--- src/rtl/pipeline_hazard_ctrl.sv ---
// ---------------------------------------------------------------------------
// pipeline_hazard_ctrl
//
// Purpose:
//   Hazard controller for a 4-register pipeline (PC, IF/ID, ID/EX, EX/MEM).
//   It generates the Stall/Flush controls for three situations:
//     * load-use hazards: the ID instruction reads the destination of a load
//       that is currently in EX. LOAD_LAT bubbles are inserted.
//     * taken branches resolved in EX: the two wrong-path instructions in
//       IF/ID and ID/EX are flushed.
//     * data memory busy: the whole pipe is frozen.
//   Outputs are Mealy: a function of the current FSM state and the inputs,
//   so the response appears in the same cycle as the triggering inputs.
//
// Parameters:
//   LOAD_LAT   bubbles per load-use hazard, legal range 1..7 (default 1).
//
// Ports:
//   clk        in   1  rising-edge clock
//   rst_n      in   1  asynchronous active-low reset
//   Rn, Rm     in   3  ID-stage source register numbers
//   useRn/useRm in  1  ID instruction really reads Rn / Rm
//   RdP        in   3  EX-stage destination register
//   loadsP     in   1  EX instruction is a load
//   REGWRITEP  in   1  EX instruction writes the register file
//   br_taken   in   1  EX resolved a taken branch this cycle
//   mem_busy   in   1  data memory not ready
//   Stall1..4  out  1  hold PC, IF/ID, ID/EX, EX/MEM
//   Flush2/3   out  1  clear IF/ID, ID/EX
//   hz_state   out  2  FSM state: 0 RUN, 1 LU_WAIT, 2 MEM_WAIT
//   stall_cnt  out 16  (only with HAZARD_STALL_CNT_EN) saturating count of
//                      cycles with Stall1 asserted
//
// Optional feature macro: HAZARD_STALL_CNT_EN
// ---------------------------------------------------------------------------
module pipeline_hazard_ctrl #(
  parameter int LOAD_LAT = 1
) (
  input  logic       clk,
  input  logic       rst_n,
  input  logic [2:0] Rn,
  input  logic [2:0] Rm,
  input  logic       useRn,
  input  logic       useRm,
  input  logic [2:0] RdP,
  input  logic       loadsP,
  input  logic       REGWRITEP,
  input  logic       br_taken,
  input  logic       mem_busy,
`ifdef HAZARD_STALL_CNT_EN
  output logic [15:0] stall_cnt,
`endif
  output logic       Stall1,
  output logic       Stall2,
  output logic       Stall3,
  output logic       Stall4,
  output logic       Flush2,
  output logic       Flush3,
  output logic [1:0] hz_state
);

  typedef enum logic [1:0] {
    RUN      = 2'd0,
    LU_WAIT  = 2'd1,
    MEM_WAIT = 2'd2
  } state_t;

  // Remaining bubbles after the first one, which is issued from RUN.
  localparam logic [2:0] LU_INIT = 3'(LOAD_LAT - 1);

  state_t     state_reg, state_next;
  state_t     ret_state_reg, ret_state_next;
  logic [2:0] lu_cnt_reg, lu_cnt_next;

  logic       lu;
  logic       stall1_c, stall2_c, stall3_c, stall4_c;
  logic       flush2_c, flush3_c;

  // Load-use hazard: the EX load writes a register the ID instruction reads.
  assign lu = loadsP & REGWRITEP &
              ((useRn & (RdP == Rn)) | (useRm & (RdP == Rm)));

  // -------------------------------------------------------------------------
  // State registers
  // -------------------------------------------------------------------------
  always_ff @(posedge clk or negedge rst_n) begin
    if (!rst_n) begin
      state_reg     <= RUN;
      ret_state_reg <= RUN;
      lu_cnt_reg    <= 3'd0;
    end else begin
      state_reg     <= state_next;
      ret_state_reg <= ret_state_next;
      lu_cnt_reg    <= lu_cnt_next;
    end
  end

  // -------------------------------------------------------------------------
  // Next-state and Mealy output logic
  // -------------------------------------------------------------------------
  always_comb begin
    state_next     = state_reg;
    ret_state_next = ret_state_reg;
    lu_cnt_next    = lu_cnt_reg;
    stall1_c       = 1'b0;
    stall2_c       = 1'b0;
    stall3_c       = 1'b0;
    stall4_c       = 1'b0;
    flush2_c       = 1'b0;
    flush3_c       = 1'b0;

    unique case (state_reg)
      RUN: begin
        if (mem_busy) begin
          // Memory wins over a simultaneous branch: the branch stays in EX
          // (EX/MEM is held) and is acted on once the freeze ends.
          stall1_c       = 1'b1;
          stall2_c       = 1'b1;
          stall3_c       = 1'b1;
          stall4_c       = 1'b1;
          state_next     = MEM_WAIT;
          ret_state_next = RUN;
        end else if (br_taken) begin
          flush2_c = 1'b1;
          flush3_c = 1'b1;
        end else if (lu) begin
          // Bubble: hold PC and IF/ID, inject a NOP into ID/EX. Stall3 stays
          // low so the ID/EX flush is never masked.
          stall1_c = 1'b1;
          stall2_c = 1'b1;
          flush3_c = 1'b1;
          if (LOAD_LAT > 1) begin
            state_next  = LU_WAIT;
            lu_cnt_next = LU_INIT;
          end
        end
      end

      LU_WAIT: begin
        // EX holds a bubble here, so br_taken and lu are meaningless.
        if (mem_busy) begin
          stall1_c       = 1'b1;
          stall2_c       = 1'b1;
          stall3_c       = 1'b1;
          stall4_c       = 1'b1;
          state_next     = MEM_WAIT;
          ret_state_next = LU_WAIT;
          // lu_cnt keeps its value so the interrupted bubbles resume.
        end else begin
          stall1_c    = 1'b1;
          stall2_c    = 1'b1;
          flush3_c    = 1'b1;
          lu_cnt_next = lu_cnt_reg - 3'd1;
          // <= 1 rather than == 1 so a corrupted zero count cannot wrap and
          // hang the pipe for eight cycles.
          if (lu_cnt_reg <= 3'd1) begin
            state_next = RUN;
          end
        end
      end

      MEM_WAIT: begin
        // Freeze continues for one cycle after mem_busy drops: that cycle
        // captures the memory data.
        stall1_c = 1'b1;
        stall2_c = 1'b1;
        stall3_c = 1'b1;
        stall4_c = 1'b1;
        if (!mem_busy) begin
          state_next = ret_state_reg;
        end
      end

      default: begin
        state_next     = RUN;
        ret_state_next = RUN;
        lu_cnt_next    = 3'd0;
      end
    endcase
  end

  // While reset is asserted the FSM already sits in RUN, but RUN responds
  // combinationally to mem_busy/br_taken/lu, so the outputs are gated.
  assign Stall1   = stall1_c & rst_n;
  assign Stall2   = stall2_c & rst_n;
  assign Stall3   = stall3_c & rst_n;
  assign Stall4   = stall4_c & rst_n;
  assign Flush2   = flush2_c & rst_n;
  assign Flush3   = flush3_c & rst_n;
  assign hz_state = state_reg;

`ifdef HAZARD_STALL_CNT_EN
  // -------------------------------------------------------------------------
  // Saturating count of cycles in which the PC was held.
  // -------------------------------------------------------------------------
  logic [15:0] stall_cnt_reg;

  always_ff @(posedge clk or negedge rst_n) begin
    if (!rst_n) begin
      stall_cnt_reg <= 16'd0;
    end else if (stall1_c && (stall_cnt_reg != 16'hFFFF)) begin
      stall_cnt_reg <= stall_cnt_reg + 16'd1;
    end
  end

  assign stall_cnt = stall_cnt_reg;
`endif

endmodule

--- config.mk ---
export PLATFORM = sky130hd
export DESIGN_NAME = pipeline_hazard_ctrl
export DESIGN_NICKNAME = d
export VERILOG_FILES = /design/src/rtl/pipeline_hazard_ctrl.sv
export SDC_FILE = /design/constraint.sdc
export NUM_CORES = 1
export LEC_CHECK = 0
export BUFFER_PORTS_ARGS = -buffer_cell sky130_fd_sc_hd__clkbuf_2
export CAP_MARGIN = 20
export CORE_AREA = 2 2 39 41
export DETAILED_ROUTE_END_ITERATION = 12
export DIE_AREA = 0 0 41 43
export GPL_TIMING_DRIVEN = 0
export PLACE_DENSITY = 0.82
export SLEW_MARGIN = 15
export SYNTH_ARGS = -nofsm -noshare
export SYNTH_HDL_FRONTEND = slang
export SYNTH_SLANG_ARGS = --single-unit
export TNS_END_PERCENT = 1
--- constraint.sdc ---
create_clock -name clk -period 2.8 [get_ports clk]
set_clock_uncertainty 0.2 [all_clocks]
set_input_delay 0.28 -clock clk [delete_from_list [all_inputs] [get_ports clk]]
set_output_delay 0.28 -clock clk [all_outputs]
set_load 0.005 [all_outputs]
Word-level counts from Yosys, hierarchy flattened
Index checks and enable logic that the tools add are counted.

Register bits: 7. Word-level logic and storage cells: 55.

$add $sub $neg: 1. Magnitude comparators: 1. Equality and inequality tests: 9. Muxes and demuxes: 23. Bitwise logic cells: 11. Reduce and logical (&&, ||, !) cells: 7.

Operators with widths (number): two-way mux 2 bit (6); case mux 2 bit (3 select lines) (2); two-way mux 1 bit (10); AND 1 bit (8); != test 2 bit (second input constant) (4); equality test 3 bit (2); case mux 1 bit (2 select lines) (3); case mux 3 bit (2 select lines) (1); AND reduction 3 bit (2); OR reduction 2 bit (3); less-or-equal comparator 3 x 1 -> 1 bit (second input constant) (1); two-way mux 3 bit (1); != test 3 bit (second input constant) (1); subtractor 3 x 1 -> 3 bit (second input constant) (1); equality test 2 x 1 -> 1 bit (second input constant) (1); equality test 2 bit (second input constant) (1); zero test 2 bit (1); NOT 1 bit (2); AND reduction 2 bit (1); OR 1 bit (1).

Logic depth before layout (Yosys ltp)
Depth in word-level cells: 9. Gate-level depth with buffers: 6.

Worst setup path before layout
No wires, ideal clock.

Path kind: reg-to-output. From: reg state_reg[1] (netlist: hz_state[1]). To: out Stall2. Data arrival time: 1.281 ns. Data required time: 2.320 ns. Path slack: 1.039 ns. Stages on the path, launching flop included: 7. Path buffers: 1. Path through: dfrtp_1 inv_1 ha_1 and2_1 o21ai_0 o21ai_0 buf_4.

Cells in the longest elaborated chain, start to end: 4.

Ends and longest elaborated chain: start: declaration (line 71) `state_t state_reg, state_next;`; start signal: assignment (line 92) `state_reg <= state_next;`; equality test 2 bit or equality test 2 x 1 -> 1 bit (tied branches); OR reduction 2 bit (no source line); case mux 1 bit (2 select lines) *; AND 1 bit *; end: declaration (line 54) `output logic Stall2,`.

Mark *: on every way between the ends. The rest lies on a longest branch, timed or not.

Worst setup path after layout
From: in rst_n. To: out Stall2.

Cells in the longest elaborated chain, start to end: 1.

Ends and longest elaborated chain: start: declaration (line 40) `input logic rst_n,`; AND 1 bit (line 185) `assign Stall2 = stall2_c & rst_n;`.

Every way passes these cells.

==> flow_summary.toml <==
[yosys]
synth-xor-area-share_pct = 9.333
synth_top_family_by_area = "simple AND/OR/NAND/NOR gates"
synth_ff_type = "dfrtp_1"
synth_fa_ha_area_share_pct = 13.33
ys_types = 24
yosys-top-cells-count = "nand2_1 (7), o21ai_0 (7)"
syn-instance-count = 66
syn_nets = 89
synth_top_area_share_pct = 26.67
synth_area_leader_cell = "dfrtp_1"
synth_compound_area_share_pct = 18.44
async_flop_share_pct = 100.0
synth_edf_count = 0
synthMuxAreaShare_pct = 6.444
synth_area_leaders = "dfrtp_1 (27%), ha_1 (13%), xnor2_1 (9.3%)"
synth_seq_cells = 6
ys_seq_area_share_pct = 26.67
avgSynthCellArea_um2 = 8.531
yosys_warnings = 0
synth-simple-area-share_pct = 19.11
synth.cell_area_um2 = 563.0

[route]
first_pass_iters = 3
drt_iter0_drc = 3
vias = 533
ant_nets = 0
totalWireLength_um = 1166
drc = 0
vias_per_cell = 4.845
wl_per_cell_um = 10.60

[placement]
gp_congestion = 0.8154
dp_hpwl_um = 988.3
dpl_worst_slack_ps = 879.8
postPlaceCellArea_um2 = 703.2
io_buffers = 24

[timing]
setup_viol = 0
hold_slack_ps = 242.5
worst_slack_ps = 571.0
finalCritPeriodShare_pct = 79.61
rsz0062_at_grt = "false"
tns_ps = 0
slew_headroom_pct = 81.22
timing_hold_violations_final = 0
period_minus_slack_ps = 2229
drv_slew = 0
worst_pin_slew_ps = 281.8
max_freq_ghz = 0.4486

[cells_and_area]
fin_area_um2 = 735.7
drive_above_1_share_pct = 35.11
area_growth_syn_to_layout_pct = 30.67
diodes = 0
multi_input_area_um2 = 375.4
regArea_um2 = 150.1
largest_register_ffs = 3
fin_nets = 119
fill_cells = 138

[power_and_ir_drop]
ir_worst_vdd_mv = 0.3218
p_total_uw = 377.4
p_per_area_nw_per_um2 = 513.0
leakagePower_nw = 0.3704

[clock_network]
numCtsBuffers = 3
clk_pin_slew_ps = 40
cts_tree = "built"
cts-root-buf = "clkbuf_4"
numClockSinks = 6
cts_setup_buffers = 0
htree_levels = 1
cts_buffer_depth = 2
clk_latency_ps = 230

[setup_path]
critical_path_required_ps = 2320
crit_slowest_cell = "dlygate4sd3_1"
cpMostUsedCell = "clkbuf_2"
worstPathCellList = "dlygate4sd3_1 -> clkbuf_2 -> nor2b_1 -> nand3b_1 -> o21ai_0 -> buf_4 -> clkbuf_2"
r2r_setup_slack_ps = 960
r2r.worst_path.cells = 5
r2r_end = "hz_state[1]$_DFFE_PN0P_"
cp_max_fo = 9
slowest_delay_ps = 540
critPathKind = "in2out"
crit_start = "rst_n"
crit_arrival_ps = 1750
endpoint_kind = "primary output"
worstSetupStartpointType = "primary input"
r2r_start = "hz_state[1]$_DFFE_PN0P_"

[global_routing]
grt_max_degree = 10
overflow = 0
grt_pass1_vias = 504
grt_usage_pct = 15.14
grt_pass1_wl_um = 1821
antenna_found_initial = 0

[flow_run]
maxCapViolations = 0

[die]
io_pins = 25
fp-row-count = 14
die_area_um2 = 1763
fp.coreArea_um2 = 1384
die_x_um = 41
start_util_pct = 40.69
die_y_um = 43

[outcome]
status = "completed"

[hold_path]
hp-class = "in2async"
-- cell families (layout without fill, tap and decap cells) --
family | Yosys count | in the layout
flops | 6 | 6
xor+xnor | 6 | 6
fa+ha+maj | 6 | 6
simple gates | 21 | 21
compound gates | 16 | 16
buf+inv | 8 | 36
mux | 3 | 3
-- worst max-delay path by stage --
| stage | to | slack [ps] |
|---|---|---|
| floorplan | Stall2 | 1040 |
| global placement | Stall2 | 910 |
| detailed placement | Stall2 | 880 |
| CTS | Stall2 | 560 |
| global route | Stall2 | 350 |
| finish | Stall2 | 570 |
-- critical path, delay by kind of cell --
family	cells	cell delay, ps
AOI/OAI and AO/OA	1	210
and+or+nand+nor	2	260
buffers and inverters	4	1000
-- where the power goes --
group | switching, mW | total [mW] | internal (mW)
clock | 0.0258 | 0.0739 | 0.0481
sequential | 0.0117 | 0.107 | 0.0951
combinational | 0.0944 | 0.197 | 0.102
total | 0.132 | 0.377 | 0.245
-- final cells by class --
cell class	count	area share, %
buffer	2	2.041
clock buffer	3	3.061
inverter	6	3.061
multi-input combinational	52	51.02
sequential	6	20.41
tap	16	2.721
timing repair buffer	25	17.69
-- stage by stage --
| stage | utilization, % | instances |
|---|---|---|
| final | 53.16 | 110 |
| after global routing | 53.16 | 110 |
| after CTS | 53.16 | 110 |
| after detailed placement | 50.81 | 106 |
| after global placement | 50.81 | 106 |
| after floorplan | - | 66 |
-- routing by layer --
| layer | routed length [um] | track usage (%) |
|---|---|---|
| met5 | 0 | 0 |
| met4 | 0 | 8.000 |
| met3 | 121 | 1.571 |
| met2 | 558 | 25.62 |
| met1 | 487 | 17.39 |
-- placed cells by master (no fill, tap or decap) --
master / n
a21o_1: 1
a21boi_0: 1
o21ai_0: 7
clkbuf_4: 3
mux2_4: 1
a21oi_1: 4
ha_1: 6
nand3_1: 1
dfrtp_1: 6
o21ai_2: 1
nand4_1: 2
nor2b_1: 2
inv_1: 6
xnor2_1: 6
o21ba_1: 1
nor2_1: 4
nand2_1: 7
and4_1: 1
mux2_2: 1
a2bb2oi_2: 1
dlygate4sd3_1: 1
and3_1: 1
nand3b_1: 2
buf_4: 2
clkbuf_2: 24
and2_1: 1
mux2i_1: 1
-- timing repair --
| action | 4_1_cts | 5_1_grt |
|---|---|---|
| gates resized for setup | 0 | 0 |
| hold buffers | 1 | 0 |
| endpoints found under the hold margin | 6 | 0 |
(Power assumes the default switching activity.)
